<file path="config.mk">
export PLATFORM = sky130hd
export DESIGN_NAME = usbfs_out_drain
export DESIGN_NICKNAME = d
export VERILOG_FILES = /design/src/rtl/usbfs_out_drain.sv
export SDC_FILE = /design/constraint.sdc
export NUM_CORES = 1
export LEC_CHECK = 0
export BUFFER_PORTS_ARGS = -buffer_cell sky130_fd_sc_hd__buf_2
export CAP_MARGIN = 20
export CELL_PAD_IN_SITES_DETAIL_PLACEMENT = 1
export CELL_PAD_IN_SITES_GLOBAL_PLACEMENT = 2
export CORE_ASPECT_RATIO = 1.75
export CORE_MARGIN = 5
export CORE_UTILIZATION = 47
export CTS_CLUSTER_SIZE = 30
export DETAILED_ROUTE_END_ITERATION = 8
export PLACE_DENSITY_LB_ADDON = 0.08
export SLEW_MARGIN = 20
export SYNTH_ARGS = -nofsm -noshare
export SYNTH_HDL_FRONTEND = slang
export SYNTH_SLANG_ARGS = --single-unit
</file>
<file path="constraint.sdc">
create_clock -name i_clk_48MHz -period 4.4 [get_ports i_clk_48MHz]
set_input_delay 0.22 -clock i_clk_48MHz [delete_from_list [all_inputs] [get_ports i_clk_48MHz]]
set_output_delay 0.22 -clock i_clk_48MHz [all_outputs]
set_load 0.005 [all_outputs]
</file>
<file path="src/rtl/usbfs_out_drain.sv">
// usbfs_out_drain: drains OUT transactions for one USB full-speed endpoint.
// A qualifying OUT token arms the endpoint; the following DATA0/DATA1 packet
// is checked against the expected data toggle and against the free space in a
// {last,byte} FIFO of depth 2*MAX_PKT. The handshake (ACK/NAK) goes out the
// cycle after the DATA end-of-packet, and accepted payload bytes are copied
// from the receiver buffer into the FIFO, which is presented as a byte stream.
// Optional feature: define USBFS_OUT_DRAIN_TIMEOUT_EN to abandon an ARMED
// endpoint after TIMEOUT cycles without a DATA packet.
module usbfs_out_drain #(
  parameter int MAX_PKT = 8,
  parameter int ENDP    = 1,
  parameter int TIMEOUT = 1024
) (
  input  logic                       i_clk_48MHz,
  input  logic                       i_rst,
  input  logic [6:0]                 i_devAddr,
  input  logic                       i_toggleClr,
  input  logic                       i_eop,
  input  logic [3:0]                 i_pid,
  input  logic [6:0]                 i_addr,
  input  logic [3:0]                 i_endp,
  input  logic                       i_pidOkay,
  input  logic                       i_tokenOkay,
  input  logic                       i_dataOkay,
  output logic                       o_rdEn,
  output logic [$clog2(MAX_PKT)-1:0] o_rdIdx,
  input  logic [7:0]                 i_rdByte,
  input  logic [$clog2(MAX_PKT):0]   i_rdNBytes,
  output logic                       o_ack,
  output logic                       o_nak,
  output logic                       o_valid,
  output logic [7:0]                 o_data,
  output logic                       o_last,
  input  logic                       i_ready
);

  localparam int IW    = $clog2(MAX_PKT);     // read index width
  localparam int NW    = IW + 1;              // payload byte count width
  localparam int DEPTH = 2 * MAX_PKT;         // FIFO entries
  localparam int PW    = $clog2(DEPTH);       // FIFO pointer width
  localparam int CW    = PW + 1;              // FIFO occupancy width

  localparam logic [3:0]    PID_OUT   = 4'b0001;
  localparam logic [3:0]    PID_DATA0 = 4'b0011;
  localparam logic [3:0]    PID_DATA1 = 4'b1011;
  localparam logic [3:0]    ENDP_L    = 4'(ENDP);
  localparam logic [CW-1:0] DEPTH_L   = CW'(DEPTH);

  typedef enum logic [1:0] {
    ST_IDLE  = 2'b00,
    ST_ARMED = 2'b01,
    ST_COPY  = 2'b10
  } state_t;

  state_t         state_q, state_d;
  logic           toggle_q, toggle_d;       // expected data toggle (0 = DATA0)
  logic           ack_q, ack_d;
  logic           nak_q, nak_d;
  logic           rd_en_q, rd_en_d;
  logic [IW-1:0]  rd_idx_q, rd_idx_d;
  logic [NW-1:0]  n_q, n_d;                 // byte count of the packet being copied
  logic           pend_q, pend_d;           // i_rdByte carries a byte to push
  logic           pend_last_q, pend_last_d; // that byte is the packet's last

  // FIFO storage and bookkeeping
  logic [8:0]     mem_q [DEPTH];
  logic [PW-1:0]  wr_ptr_q, rd_ptr_q;
  logic [CW-1:0]  cnt_q;
  logic [8:0]     head_s;
  logic           push_s, pop_s;
  logic [CW-1:0]  free_s;

  // Packet qualification
  logic           tok_ok_s;
  logic           data_ok_s;
  logic           fits_s;
  logic [NW-1:0]  n_m1_s;
  logic           last_rd_s;

`ifdef USBFS_OUT_DRAIN_TIMEOUT_EN
  localparam int            TW       = (TIMEOUT > 1) ? $clog2(TIMEOUT) : 1;
  localparam logic [TW-1:0] TMO_LAST = TW'(TIMEOUT - 1);
  logic [TW-1:0]  tmo_q, tmo_d;
`endif

  assign tok_ok_s  = i_eop && i_pidOkay && i_tokenOkay && (i_pid == PID_OUT) &&
                     (i_addr == i_devAddr) && (i_endp == ENDP_L);
  assign data_ok_s = i_pidOkay && i_dataOkay &&
                     ((i_pid == PID_DATA0) || (i_pid == PID_DATA1));
  assign free_s    = DEPTH_L - cnt_q;
  assign fits_s    = ({1'b0, i_rdNBytes} <= free_s);
  assign n_m1_s    = n_q - {{(NW-1){1'b0}}, 1'b1};
  // A malformed count beyond the buffer size still ends at the last buffer entry.
  assign last_rd_s = ({1'b0, rd_idx_q} == n_m1_s) || (rd_idx_q == {IW{1'b1}});

  assign push_s    = pend_q;
  assign pop_s     = (cnt_q != {CW{1'b0}}) && i_ready;
  assign head_s    = mem_q[rd_ptr_q];

  // Stream outputs follow the FIFO head; forced to zero whenever it is empty.
  assign o_valid = (cnt_q != {CW{1'b0}});
  assign o_data  = o_valid ? head_s[7:0] : 8'h00;
  assign o_last  = o_valid ? head_s[8] : 1'b0;

  assign o_ack   = ack_q;
  assign o_nak   = nak_q;
  assign o_rdEn  = rd_en_q;
  assign o_rdIdx = rd_idx_q;

  // Control state registers.
  always_ff @(posedge i_clk_48MHz or posedge i_rst) begin
    if (i_rst) begin
      state_q     <= ST_IDLE;
      toggle_q    <= 1'b0;
      ack_q       <= 1'b0;
      nak_q       <= 1'b0;
      rd_en_q     <= 1'b0;
      rd_idx_q    <= {IW{1'b0}};
      n_q         <= {NW{1'b0}};
      pend_q      <= 1'b0;
      pend_last_q <= 1'b0;
`ifdef USBFS_OUT_DRAIN_TIMEOUT_EN
      tmo_q       <= {TW{1'b0}};
`endif
    end else begin
      state_q     <= state_d;
      toggle_q    <= toggle_d;
      ack_q       <= ack_d;
      nak_q       <= nak_d;
      rd_en_q     <= rd_en_d;
      rd_idx_q    <= rd_idx_d;
      n_q         <= n_d;
      pend_q      <= pend_d;
      pend_last_q <= pend_last_d;
`ifdef USBFS_OUT_DRAIN_TIMEOUT_EN
      tmo_q       <= tmo_d;
`endif
    end
  end

  // Next-state, handshake and copy-sequencing logic.
  always_comb begin
    state_d     = state_q;
    toggle_d    = toggle_q;
    ack_d       = 1'b0;
    nak_d       = 1'b0;
    rd_en_d     = 1'b0;
    rd_idx_d    = {IW{1'b0}};
    n_d         = n_q;
    pend_d      = 1'b0;
    pend_last_d = 1'b0;
`ifdef USBFS_OUT_DRAIN_TIMEOUT_EN
    tmo_d       = {TW{1'b0}};
`endif
    case (state_q)
      ST_IDLE: begin
        if (tok_ok_s) begin
          state_d = ST_ARMED;
        end else begin
          state_d = ST_IDLE;
        end
      end
      ST_ARMED: begin
        if (i_eop) begin
          // Any end-of-packet leaves ARMED; only a clean DATA packet answers.
          state_d = ST_IDLE;
          if (data_ok_s) begin
            if (i_pid[3] != toggle_q) begin
              // Retransmission of a packet already taken: acknowledge, drop.
              ack_d = 1'b1;
            end else if (i_rdNBytes == {NW{1'b0}}) begin
              ack_d    = 1'b1;
              toggle_d = ~toggle_q;
            end else if (!fits_s) begin
              nak_d = 1'b1;
            end else begin
              ack_d    = 1'b1;
              toggle_d = ~toggle_q;
              state_d  = ST_COPY;
              rd_en_d  = 1'b1;
              n_d      = i_rdNBytes;
            end
          end else begin
            ack_d = 1'b0;
          end
        end else begin
`ifdef USBFS_OUT_DRAIN_TIMEOUT_EN
          if (tmo_q == TMO_LAST) begin
            state_d = ST_IDLE;
          end else begin
            state_d = ST_ARMED;
            tmo_d   = tmo_q + {{(TW-1){1'b0}}, 1'b1};
          end
`else
          state_d = ST_ARMED;
`endif
        end
      end
      ST_COPY: begin
        // Reads are issued back to back; each byte returns one cycle later.
        if (rd_en_q) begin
          pend_d = 1'b1;
          if (last_rd_s) begin
            pend_last_d = 1'b1;
          end else begin
            rd_en_d  = 1'b1;
            rd_idx_d = rd_idx_q + {{(IW-1){1'b0}}, 1'b1};
          end
        end else begin
          pend_d = 1'b0;
        end
        if (pend_q && pend_last_q) begin
          state_d = ST_IDLE;
        end else begin
          state_d = ST_COPY;
        end
      end
      default: begin
        state_d = ST_IDLE;
      end
    endcase
    // A host-requested toggle reset wins over a flip in the same cycle.
    if (i_toggleClr) begin
      toggle_d = 1'b0;
    end else begin
      toggle_d = toggle_d;
    end
  end

  // FIFO pointers and occupancy; push and pop may coincide.
  always_ff @(posedge i_clk_48MHz or posedge i_rst) begin
    if (i_rst) begin
      wr_ptr_q <= {PW{1'b0}};
      rd_ptr_q <= {PW{1'b0}};
      cnt_q    <= {CW{1'b0}};
    end else begin
      if (push_s) begin
        wr_ptr_q <= wr_ptr_q + {{(PW-1){1'b0}}, 1'b1};
      end
      if (pop_s) begin
        rd_ptr_q <= rd_ptr_q + {{(PW-1){1'b0}}, 1'b1};
      end
      case ({push_s, pop_s})
        2'b10:   cnt_q <= cnt_q + {{(CW-1){1'b0}}, 1'b1};
        2'b01:   cnt_q <= cnt_q - {{(CW-1){1'b0}}, 1'b1};
        default: cnt_q <= cnt_q;
      endcase
    end
  end

  // FIFO storage write port; contents are don't-care while the entry is free.
  always_ff @(posedge i_clk_48MHz) begin
    if (push_s) begin
      mem_q[wr_ptr_q] <= {pend_last_q, i_rdByte};
    end
  end

endmodule

</file>
== Yosys cells after proc, flatten, opt, wreduce, memory -nomap -nowiden ==
Memories as Yosys holds them, arrays and structs flattened.
Index checks and enable logic that the tools add are counted.
W data, S select, Z words.

* Multipliers: 0
* Multiplexer cells: 47
* Shifts and indexed selects: 0
* Add/subtract/negate cells: 7
* Reductions and logical operators: 21
* Eq/ne operators: 13
* Div/mod/pow operators: 0
* Bitwise operators: 3
* Magnitude comparators: 1

{| class="wikitable"
|+ Operators with widths
! kind !! count
|-
| $mux W1 || 34
|-
| $mux W2 || 6
|-
| $pmux W5 S2 || 1
|-
| $logic_and A1 B1 Y1 || 9
|-
| $mux W3 || 3
|-
| $add A4 B1 Y4 const B || 2
|-
| $eq A4 B1 Y1 const B || 2
|-
| $mux W8 || 1
|-
| $reduce_bool A2 Y1 || 4
|-
| $eq A7 B7 Y1 || 1
|-
| $pmux W2 S3 || 1
|-
| $reduce_and A6 Y1 || 1
|-
| $add A5 B1 Y5 const B || 1
|-
| $le A4 B5 Y1 || 1
|-
| $reduce_and A5 Y1 || 1
|-
| $reduce_bool A5 Y1 || 1
|-
| $sub A5 B1 Y5 const B || 1
|-
| $sub A5 B5 Y5 const A || 1
|-
| $eq A2 B1 Y1 const B || 2
|-
| $eq A2 B2 Y1 const B || 2
|-
| $eq A3 B4 Y1 || 1
|-
| $eq A4 B2 Y1 const B || 1
|-
| $eq A4 B4 Y1 const B || 1
|-
| $logic_not A4 Y1 || 1
|-
| 10 further kinds || 13
|}

* Bits in writable memories: 144
* ROM bits: 0
* Input bits: 42
* Register bits after elaboration: 28
* Output and inout port bits: 16
* Memories kept: 1
* Bits in latches: 0

{| class="wikitable"
|+ Memory list
! name !! depth !! width !! read ports !! clocked after Yosys merged registers in !! write ports !! line !! RTL
|-
| mem_q || 16 || 9 || 1 || 0 || 1 || 66 || <nowiki>logic [8:0] mem_q [DEPTH];</nowiki>
|}

== Logic depth before layout (Yosys ltp) ==
Gate-level depths: netlist of the first run.

* Depth in word-level cells: 9
* Mapped depth: 14

== Worst setup path before layout of the first run ==
Ideal clock, no wire load.

* Kind: register -> register
* Start: register cnt_q[0]
* End: register cnt_q[4]
* Path buffers: 1
* Setup slack: 1.426 ns
* Data required time: 4.277 ns
* Data arrival time: 2.851 ns
* Clock period less this slack: 2.974 ns
* Library setup time: 0.123 ns
* Stages on the path, launching flop included: 15
* Cells stage by stage: dfrtp_1 > inv_1 > ha_1 > nor3b_1 > ha_1 > nor2b_1 > clkbuf_1 > ha_1 > inv_1 > fa_1 > nor2b_1 > o21ai_0 > nand3_1 > or3b_2 > xnor2_1

* Longest elaborated chain between the ends: 4

{| class="wikitable"
|+ Ends and longest elaborated chain
! item !! line !! RTL
|-
| from (decl) || 68 || <nowiki>logic [CW-1:0] cnt_q;</nowiki>
|-
| from (signal assigned) || 235 || <nowiki>cnt_q <= {CW{1'b0}};</nowiki>
|-
| from (signal assigned) || 244 || <nowiki>2'b10: cnt_q <= cnt_q + {{(CW-1){1'b0}}, 1'b1};</nowiki>
|-
| from (signal assigned) || 245 || <nowiki>2'b01: cnt_q <= cnt_q - {{(CW-1){1'b0}}, 1'b1};</nowiki>
|-
| $reduce_bool A5 Y1 (*) || 97 || <nowiki>assign pop_s = (cnt_q != {CW{1'b0}}) && i_ready;</nowiki>
|-
| $logic_and A1 B1 Y1 (*) || 97 ||
|-
| via pop_s || 70 || <nowiki>logic push_s, pop_s;</nowiki>
|-
| $eq A2 B1 Y1 or $eq A2 B2 Y1 (tied branches) || 243 || <nowiki>case ({push_s, pop_s})</nowiki>
|-
| $pmux W5 S2 or $reduce_bool A2 Y1 (tied branches) || n/a ||
|}

Mark *: on every way through the listed nets, which the timed path passes. The rest lies on a longest branch.
A chain may end at the register's enable or synchronous reset.

== Final worst setup path of the first run ==
* Start: register cnt_q[0]
* End: register cnt_q[4]

* Longest elaborated chain between the ends: 4

{| class="wikitable"
|+ Ends and longest elaborated chain
! item
|-
| branches (longest 4 deep; another with $sub A5 B1 Y5)
|}

Several ways; the timed one is not identified.

==> qor.csv, run 1 <==
metric;value;unit
status;finished clean;
avgSynthCellArea;16.1;um^2
antenna_found_initial;0;
ant_nets;0;
critPathMaxStageDelay;0.46;ns
crit_chain;inv_1 > ha_1 > nor3b_1 > ha_1 > nor2b_1 > ha_1 > inv_1 > fa_1 > nor2b_1 > o21ai_0 > nand3_1 > or3b_2 > xnor2_1;
multi_input_area;2210;um^2
slew_headroom;0.328;
start_util;0.479;
syn_nets;525;
first_global_vias;4632;
core_area;15500;um^2
use_met1;0.202;
cts-resized-gates;0;
synth-edff-count;144;
worst-path-max-fanout;11;
n_fill_cell;1491;
clock_latency;0.42;ns
clk_pin_slew;0.06;ns
drtPass1Iterations;4;
cp_num_cells;13;
finalClockSkew;0.00688;ns
synth-simple-area-share;0.0733;
synthCells;460;
crit_buf_inv;2;
muxShareOfSynthArea;0.117;
cts_sinks;172;
tightestPinTransition;1.01;ns
max_freq;0.273;GHz
crit_top_cell;ha_1;
area_delta_synth_final;14.3;%
tns;0;ns
ys_warn_count;0;
synthTopCellsByArea;edfxtp_1 58%, dfrtp_1 9.5%, mux4_2 7.0%, ha_1 3.7%, mux2i_1 2.2%;
die_w;105;um
use_met3;0.0428;
startpoint_type;flop;
final_util;0.547;
dp_hpwl;11100;um
via_per_inst;5.64;
maxCapViolCount;0;
clockBufferDepth;2;
grt_busiest_layer;met2;
root_buffer;clkbuf_16;
detail_route.wirelength;16200;um
grt_pass1_wl;25600;um
tritoncts;done;
synthArstFlopShare;0.163;
met2_usage;0.350;
hold_depth;2;
cp_top_family;adder cells;
setup_viol;0;
whs;0.0666;ns
path_class;reg -> reg;
fin_crit;3.66;ns
synthFlopType;edfxtp_1;
track_usage;0.185;
htree_levels;4;
cp.required;4.71;ns
endpoint_kind;flop;
ys_top_cells_by_count;144 x edfxtp_1, 30 x nand2_1, 28 x dfrtp_1;
wire_per_inst;22.6;um
worst_hold_path_type;in -> reg;
yosysTopAreaCellShare;0.584;
drc_errors;0;
grt_max_degree;41;
regArea;5030;um^2
io_buffer_count;57;
drtIter0Drc;222;
io_pins;58;
yosysUniqueCellTypes;45;
die_area;18500;um^2
ys_ff_latch;172;
hold_viol;0;
synth_top_area_cell;edfxtp_1;
slowest_stage;nor2b_1;
synth_adder_area_share;0.0399;
drive_above_1_share;0.246;
netlist_area;7400;um^2
synth_compound_area_frac;0.0389;
yosysMostFrequentCell;edfxtp_1;
gr-total-overflow;0;
leakage;3.13;nW
fp.dieH;176;um
fin_crit_sh;0.832;
powerDensity;561;nW/um^2
cts_made_buffers;17;
finalMaxSlewViolations;0;
antennaDiodeCount;0;
arrival;3.97;ns
ys_seq_area_frac;0.679;
globalplace.congestion;0.733;
nets;585;
reg2regPathDepth;13;
peakVddDrop;341;uV
vias;4055;
synth_xor_area_frac;0.0296;
rows;60;
synth_top_family_by_area;multiplexers;
rsz0062_at_grt;false;
[repair_timing]
action | in CTS | in global routing
hold buffers | 1 | 0
buffers inserted | 0 | 0
hold endpoints to repair | 28 | 0
endpoints found under the setup margin | 0 | 0
[where the power goes]
| group | internal (W) | leakage [nW] | switching [W] |
|---|---|---|---|
| combinational | 0.000598 | 1.21 | 0.000572 |
| sequential | 0.00181 | 1.62 | 0.000219 |
| clock | 0.000948 | 0.298 | 0.000604 |
[path summary, 6_finish.rpt]
| path | startpoint | slack, ns | end |
|---|---|---|---|
| max in group asynchronous | i_rst | 3.52 | rd_ptr_q[1] |
| max | cnt_q[0] | 0.74 | cnt_q[4] |
| max reg2reg | cnt_q[0] | 0.74 | cnt_q[4] |
| min reg2reg | cnt_q[4] | 0.49 | cnt_q[4] |
| min in group asynchronous | i_rst | 0.42 | n_q[1] |
| min | i_rdNBytes[3] | 0.07 | n_q[3] |
[routing by layer]
| metal | part of all wire | vias up |
|---|---|---|
| met4 | 0.014 | 0 |
| li1 | - | 1856 |
| met3 | 0.038 | 14 |
| met5 | 0 | - |
| met2 | 0.57 | 88 |
| met1 | 0.38 | 2097 |
[per-stage QoR]
stage | instance area, um^2 | total power [W] | worst slack, ns | instances
2_1_floorplan | 7400 | 0.00285 | 1.43 | 460
3_3_place_gp | 7850 | 0.00322 | 0.939 | 686
3_5_place_dp | 7850 | 0.00326 | 0.747 | 686
4_1_cts | 8460 | 0.00481 | 0.697 | 719
5_1_grt | 8460 | 0.00502 | 0.514 | 719
6_report | 8460 | 0.00475 | 0.738 | 719
[kinds of logic after synthesis]
logic type,Yosys count
AND/OR/NAND/NOR,104
flip-flops,172
AO/OA/AOI/OAI,43
adder cells (fa/ha/maj),23
multiplexers,55
XOR/XNOR,25
buffers and inverters,38
[cell usage in the layout, fill, tap and decap left out, drive strengths merged, types with 17 or more instances in the layout]
master / synthesis / layout
and2: 17 / 17
buf: 11 / 59
clkbuf: 8 / 20
dfrtp: 28 / 28
edfxtp: 144 / 144
ha: 22 / 22
inv: 18 / 20
mux4: 23 / 23
nand2: 30 / 30
[state kept, by name, summed over array words and instances, names as in the netlist]
signal	count
o_ack	1
state_q	2
cnt_q	5
wr_ptr_q	4
rd_ptr_q	4
pend_last_q	1
n_q	4
toggle_q	1
o_rdIdx	3
pend_q	1
mem_q	144
o_rdEn	1
o_nak	1
[final cells by class]
| type | count | area share |
|---|---|---|
| Timing Repair Buffer | 60 | 0.0367 |
| Tap cell | 186 | 0.0275 |
| Clock buffer | 20 | 0.0516 |
| Sequential cell | 172 | 0.594 |
| Multi-Input combinational cell | 250 | 0.262 |
| Inverter | 19 | 0.00843 |
| Clock inverter | 12 | 0.0200 |
Note: power is estimated with default switching activity, not from simulation.
==> run 2, diff against run 1 <==
CORE_UTILIZATION = 44   (was 47)
clock period = 3.64 ns   (was 4.4 ns; I/O delays follow)
==> run 2 against run 1 <==
Global-route usage is 0.96 points lower. Via count down 0.30%. Die area rose by 6.3%.
==> qor.csv, run 2 (synthesized netlist as in run 1, its figures left out) <==
metric;value;unit;change
globalplace.congestion;0.743;;was 0.733
core_area;16500;um^2;was 15500 um^2
fin_crit_sh;0.878;;was 0.832
via_per_inst;5.29;;was 5.64
status;finished clean;;unchanged
cts_sinks;172;;unchanged
first_global_vias;4559;;was 4632
finalInstanceArea;8530;um^2;was 8460 um^2
track_usage;0.175;;was 0.185
largest-register;mem_q;;unchanged
dpl_cell_area;7960;um^2;was 7850 um^2
area_delta_synth_final;15.2;%;was 14.3%
final_common_cell;edfxtp_1;;unchanged
drive_above_1_share;0.257;;was 0.246
die_w;108;um;was 105 um
cp.required;3.95;ns;was 4.71 ns
die_area;19600;um^2;was 18500 um^2
worst-path-max-fanout;5;;was 11
fp.dieH;182;um;was 176 um
cts_made_buffers;17;;unchanged
grt_pass1_wl;25400;um;was 25600 um
finalClockSkew;0.0147;ns;was 0.00688 ns
ant_nets;0;;unchanged
whs;0.0301;ns;was 0.0666 ns
antennaDiodeCount;0;;unchanged
rsz0062_at_grt;false;;unchanged
io_buffer_count;57;;unchanged
hold_viol;0;;unchanged
htree_levels;4;;unchanged
wire_per_inst;20.9;um;was 22.6 um
powerDensity;664;nW/um^2;was 561 nW/um^2
io_pins;58;;unchanged
maxCapViolCount;0;;unchanged
tns;0;ns;unchanged
final_util;0.516;;was 0.547
leakage;3.14;nW;was 3.13 nW
vias;4043;;was 4055
grt_max_degree;29;;was 41
tightestPinTransition;0.892;ns;was 1.01 ns
cts-resized-gates;0;;unchanged
detail_route.wirelength;16000;um;was 16200 um
drc_errors;0;;unchanged
setup_viol;0;;unchanged
rows;62;;was 60
cts-hold-fix-buffers;1;;unchanged
clockBufferDepth;2;;unchanged
worst_hold_path_type;in -> reg;;unchanged
drtIter0Drc;158;;was 222
layout_common_cells;144 x edfxtp_1, 57 x buf_2, 30 x nand2_1, 27 x dfrtp_1, 23 x mux4_2;;unchanged
fin_crit;3.20;ns;was 3.66 ns
largestRegisters;mem_q (144), cnt_q (5);;unchanged
tritoncts;done;;unchanged
startpoint_type;flop;;unchanged
root_buffer;clkbuf_16;;unchanged
start_util;0.448;;was 0.479
finalMaxSlewViolations;0;;unchanged
power;0.00567;W;was 0.00475 W
path_class;reg -> reg;;unchanged
slew_headroom;0.406;;was 0.328
largest_register_ffs;144;;unchanged
dp_hpwl;11300;um;was 11100 um
cts_setup_buffers;0;;unchanged
gr-total-overflow;0;;unchanged
nets;592;;was 585
peakVddDrop;345;uV;was 341 uV
arrival;3.50;ns;was 3.97 ns
endpoint_kind;flop;;unchanged
drtPass1Iterations;5;;was 4
clock_latency;0.42;ns;about the same
clk_pin_slew;0.07;ns;was 0.06 ns
max_freq;0.313;GHz;was 0.273 GHz
antenna_found_initial;0;;unchanged
[run 2: cell count changes in the layout (fill, tap and decap cells not counted), sizes merged]
cell      before  now
buf           59   66
bufinv         4    1
clkbuf        20   18
clkinv         7    6
clkinvlp       0    2
inv           20   24
[run 2: layout make-up]
class / count / area (um^2)
timing repair buffer: 67 / 375
inverter: 19 / 71.3
clock inverter: 14 / 134
fill: 1618 / 7990
clock buffer: 18 / 429
tap: 224 / 280
multi-input combinational: 250 / 2210
sequential: 172 / 5030
[run 2: final timing paths]
check                           startpoint     endpoint  slack, ns  cells after the start
worst max register to register    cnt_q[0]     cnt_q[4]       0.44                     14
min in group asynchronous            i_rst     cnt_q[3]       0.37                      4
worst min register to register    cnt_q[4]     cnt_q[4]       0.51                      1
max in group asynchronous            i_rst  rd_ptr_q[1]       2.96                      4
worst max-delay path              cnt_q[0]     cnt_q[4]       0.44                     14
worst min-delay path                 i_eop   state_q[0]       0.03                      3
[run 2: power by group]
| group | total, W | switching (W) | internal [W] |
|---|---|---|---|
| clock network | 0.00175 | 0.000789 | 0.000956 |
| logic | 0.00153 | 0.000764 | 0.000769 |
| registers | 0.00239 | 0.000205 | 0.00218 |
[run 2: critical path: stages, from the launching register on]
cell and delay (ns):
dfrtp_1 0.43, inv_1 0.12, ha_1 0.24, nor3b_1 0.14
ha_1 0.19, nor2b_1 0.11, buf_4 0.14, ha_1 0.25
inv_1 0.11, fa_1 0.41, nor2b_1 0.12, o21ai_0 0.10
nand3_1 0.11, or3b_2 0.46, xnor2_1 0.14
[run 2: metrics by stage]
stage | instances | worst slack (ns)
2_1_floorplan | 460 | 0.666
3_3_place_gp | 731 | 0.569
3_5_place_dp | 731 | 0.447
4_1_cts | 764 | 0.430
5_1_grt | 764 | 0.180
6_report | 764 | 0.444
[run 2: layer usage]
layer	part of all wire	track usage	vias to the layer above	wire, um
met5	0	0	-	0
li1	-	-	1873	-
met1	0.38	0.197	2101	6100
met4	0.012	0.0455	0	187
met3	0.023	0.0302	9	372
met2	0.58	0.335	60	9340
==> run 3, diff against run 2 <==
==> constraint.sdc (replaced) <==
create_clock -name i_clk_48MHz -period 3.64 [get_ports i_clk_48MHz]
set_input_delay 0.364 -clock i_clk_48MHz [delete_from_list [all_inputs] [get_ports i_clk_48MHz]]
set_output_delay 0.364 -clock i_clk_48MHz [all_outputs]
set_load 0.005 [all_outputs]
==> run 3 against run 2 <==
Non-clock buffer count fell by 1. First-iteration DRC count rose by 15%. Register-to-register slack improved by 0.11 ns. Critical path type unchanged. Highest routed layer unchanged.
==> qor.csv, run 3 (synthesized netlist as in run 1, its figures left out) <==
metric;value;unit;change
cts_made_buffers;17;;unchanged
globalplace.congestion;0.767;;was 0.743
tns;0;ns;unchanged
drtPass1Iterations;4;;was 5
largest-register;mem_q;;unchanged
finalMaxSlewViolations;0;;unchanged
core_area;16500;um^2;unchanged
wire_per_inst;20.9;um;about the same
tightestPinTransition;0.839;ns;was 0.892 ns
clockBufferDepth;2;;unchanged
powerDensity;665;nW/um^2;was 664 nW/um^2
endpoint_kind;flop;;unchanged
largestRegisters;mem_q (144), cnt_q (5);;unchanged
layout_common_cells;144 x edfxtp_1, 57 x buf_2, 30 x nand2_1, 27 x dfrtp_1, 23 x mux4_2;;unchanged
worst-path-max-fanout;5;;unchanged
setup_ws;0.557;ns;was 0.444 ns
multi_input_area;2210;um^2;unchanged
antennaDiodeCount;0;;unchanged
dp_hpwl;11200;um;was 11300 um
path_class;reg -> reg;;unchanged
tritoncts;done;;unchanged
root_buffer;clkbuf_16;;unchanged
die_area;19600;um^2;unchanged
cts_sinks;172;;unchanged
n_fill_cell;1591;;was 1618
gr-total-overflow;0;;unchanged
drc_errors;0;;unchanged
arrival;3.39;ns;was 3.50 ns
antenna_found_initial;0;;unchanged
fp.dieH;182;um;unchanged
clock_latency;0.43;ns;was 0.42 ns
via_per_inst;5.29;;about the same
track_usage;0.175;;about the same
ant_nets;0;;unchanged
nets;591;;was 592
worst_hold_path_type;in -> reg;;unchanged
hold_viol;0;;unchanged
detail_route.wirelength;16000;um;about the same
fin_crit;3.08;ns;was 3.20 ns
io_pins;58;;unchanged
leakage;3.17;nW;was 3.14 nW
htree_levels;4;;unchanged
drtIter0Drc;181;;was 158
layout.cells.non_filler;763;;was 764
startpoint_type;flop;;unchanged
slew_headroom;0.441;;was 0.406
largest_register_ffs;144;;unchanged
final_util;0.518;;was 0.516
clk_pin_slew;0.06;ns;was 0.07 ns
rows;62;;unchanged
regArea;5030;um^2;unchanged
max_freq;0.324;GHz;was 0.313 GHz
drive_above_1_share;0.262;;was 0.257
dp_slack;0.551;ns;was 0.447 ns
cp.required;3.95;ns;about the same
reg2reg_slack;0.56;ns;was 0.44 ns
rsz0062_at_grt;false;;unchanged
first_global_vias;4490;;was 4559
setup_viol;0;;unchanged
die_w;108;um;unchanged
peakVddDrop;362;uV;was 345 uV
vias;4035;;was 4043
grt_pass1_wl;25100;um;was 25400 um
grt_max_degree;37;;was 29
final_common_cell;edfxtp_1;;unchanged
status;finished clean;;unchanged
finalClockSkew;0.0128;ns;was 0.0147 ns
fin_crit_sh;0.847;;was 0.878
io_buffer_count;57;;unchanged
dp.cells;730;;was 731
maxCapViolCount;0;;unchanged
cts_setup_buffers;0;;unchanged
start_util;0.448;;unchanged
area_delta_synth_final;15.6;%;was 15.2%
-- run 3: changes by cell type in the layout (fill, tap and decap cells not counted), sizes merged --
cell | before | now
buf | 66 | 65
bufinv | 1 | 0
clkbuf | 18 | 19
clkinv | 6 | 2
clkinvlp | 2 | 1
inv | 24 | 29
-- run 3: stage by stage --
step	total power [W]	hold slack (ns)	cell area [um^2]
after detailed placement	0.00400	0.295	7960
after global placement	0.00398	0.297	7960
after global routing	0.00604	0.197	8560
after CTS	0.00580	0.195	8560
after floorplan	0.00345	0.429	7400
final	0.00570	0.212	8560
-- run 3: critical path, stage by stage (launching register included) --
cell and delay (ns):
dfrtp_1 0.43, inv_1 0.11, ha_1 0.23, nor3b_1 0.14
ha_1 0.19, nor2b_1 0.16, ha_1 0.28, inv_1 0.11
fa_1 0.42, nor2b_1 0.12, o21ai_0 0.10, nand3_1 0.09
or3b_2 0.45, xnor2_1 0.13
-- run 3: worst paths after layout --
path / from / endpoint / depth (start not counted)
max: cnt_q[0] / cnt_q[4] / 13
min: i_rdNBytes[3] / n_q[3] / 2
max reg2reg: cnt_q[0] / cnt_q[4] / 13
min reg2reg: cnt_q[4] / cnt_q[4] / 1
max in group asynchronous: i_rst / rd_ptr_q[1] / 4
min in group asynchronous: i_rst / cnt_q[3] / 3
-- run 3: what timing repair did --
action                                 4_1_cts  5_1_grt
gates resized for setup                      0        0
hold buffers                                 1        0
endpoints found under the hold margin        5        0
-- run 3: report_power, final --
part	switching [W]	internal, W	leakage (nW)	total, W
Clock	0.000799	0.000984	0.293	0.00178
Sequential	0.000140	0.00218	1.62	0.00232
Combinational	0.000817	0.000772	1.25	0.00159
Total	0.00176	0.00394	3.17	0.00570
-- run 3: area by class of cell --
class | count | share of cell area
Inverter | 19 | 0.00833
Multi-Input combinational cell | 250 | 0.259
Sequential cell | 172 | 0.587
Clock buffer | 19 | 0.0555
Timing Repair Buffer | 66 | 0.0444
Clock inverter | 13 | 0.0133
Tap cell | 224 | 0.0327
-- run 3: layer usage --
| layer | vias up | track usage | wire [um] |
|---|---|---|---|
| met5 | - | 0 | 0 |
| met4 | 0 | 0.0501 | 223 |
| met3 | 15 | 0.0359 | 441 |
| met2 | 69 | 0.331 | 9330 |
| met1 | 2075 | 0.193 | 5970 |
| li1 | 1876 | - | - |
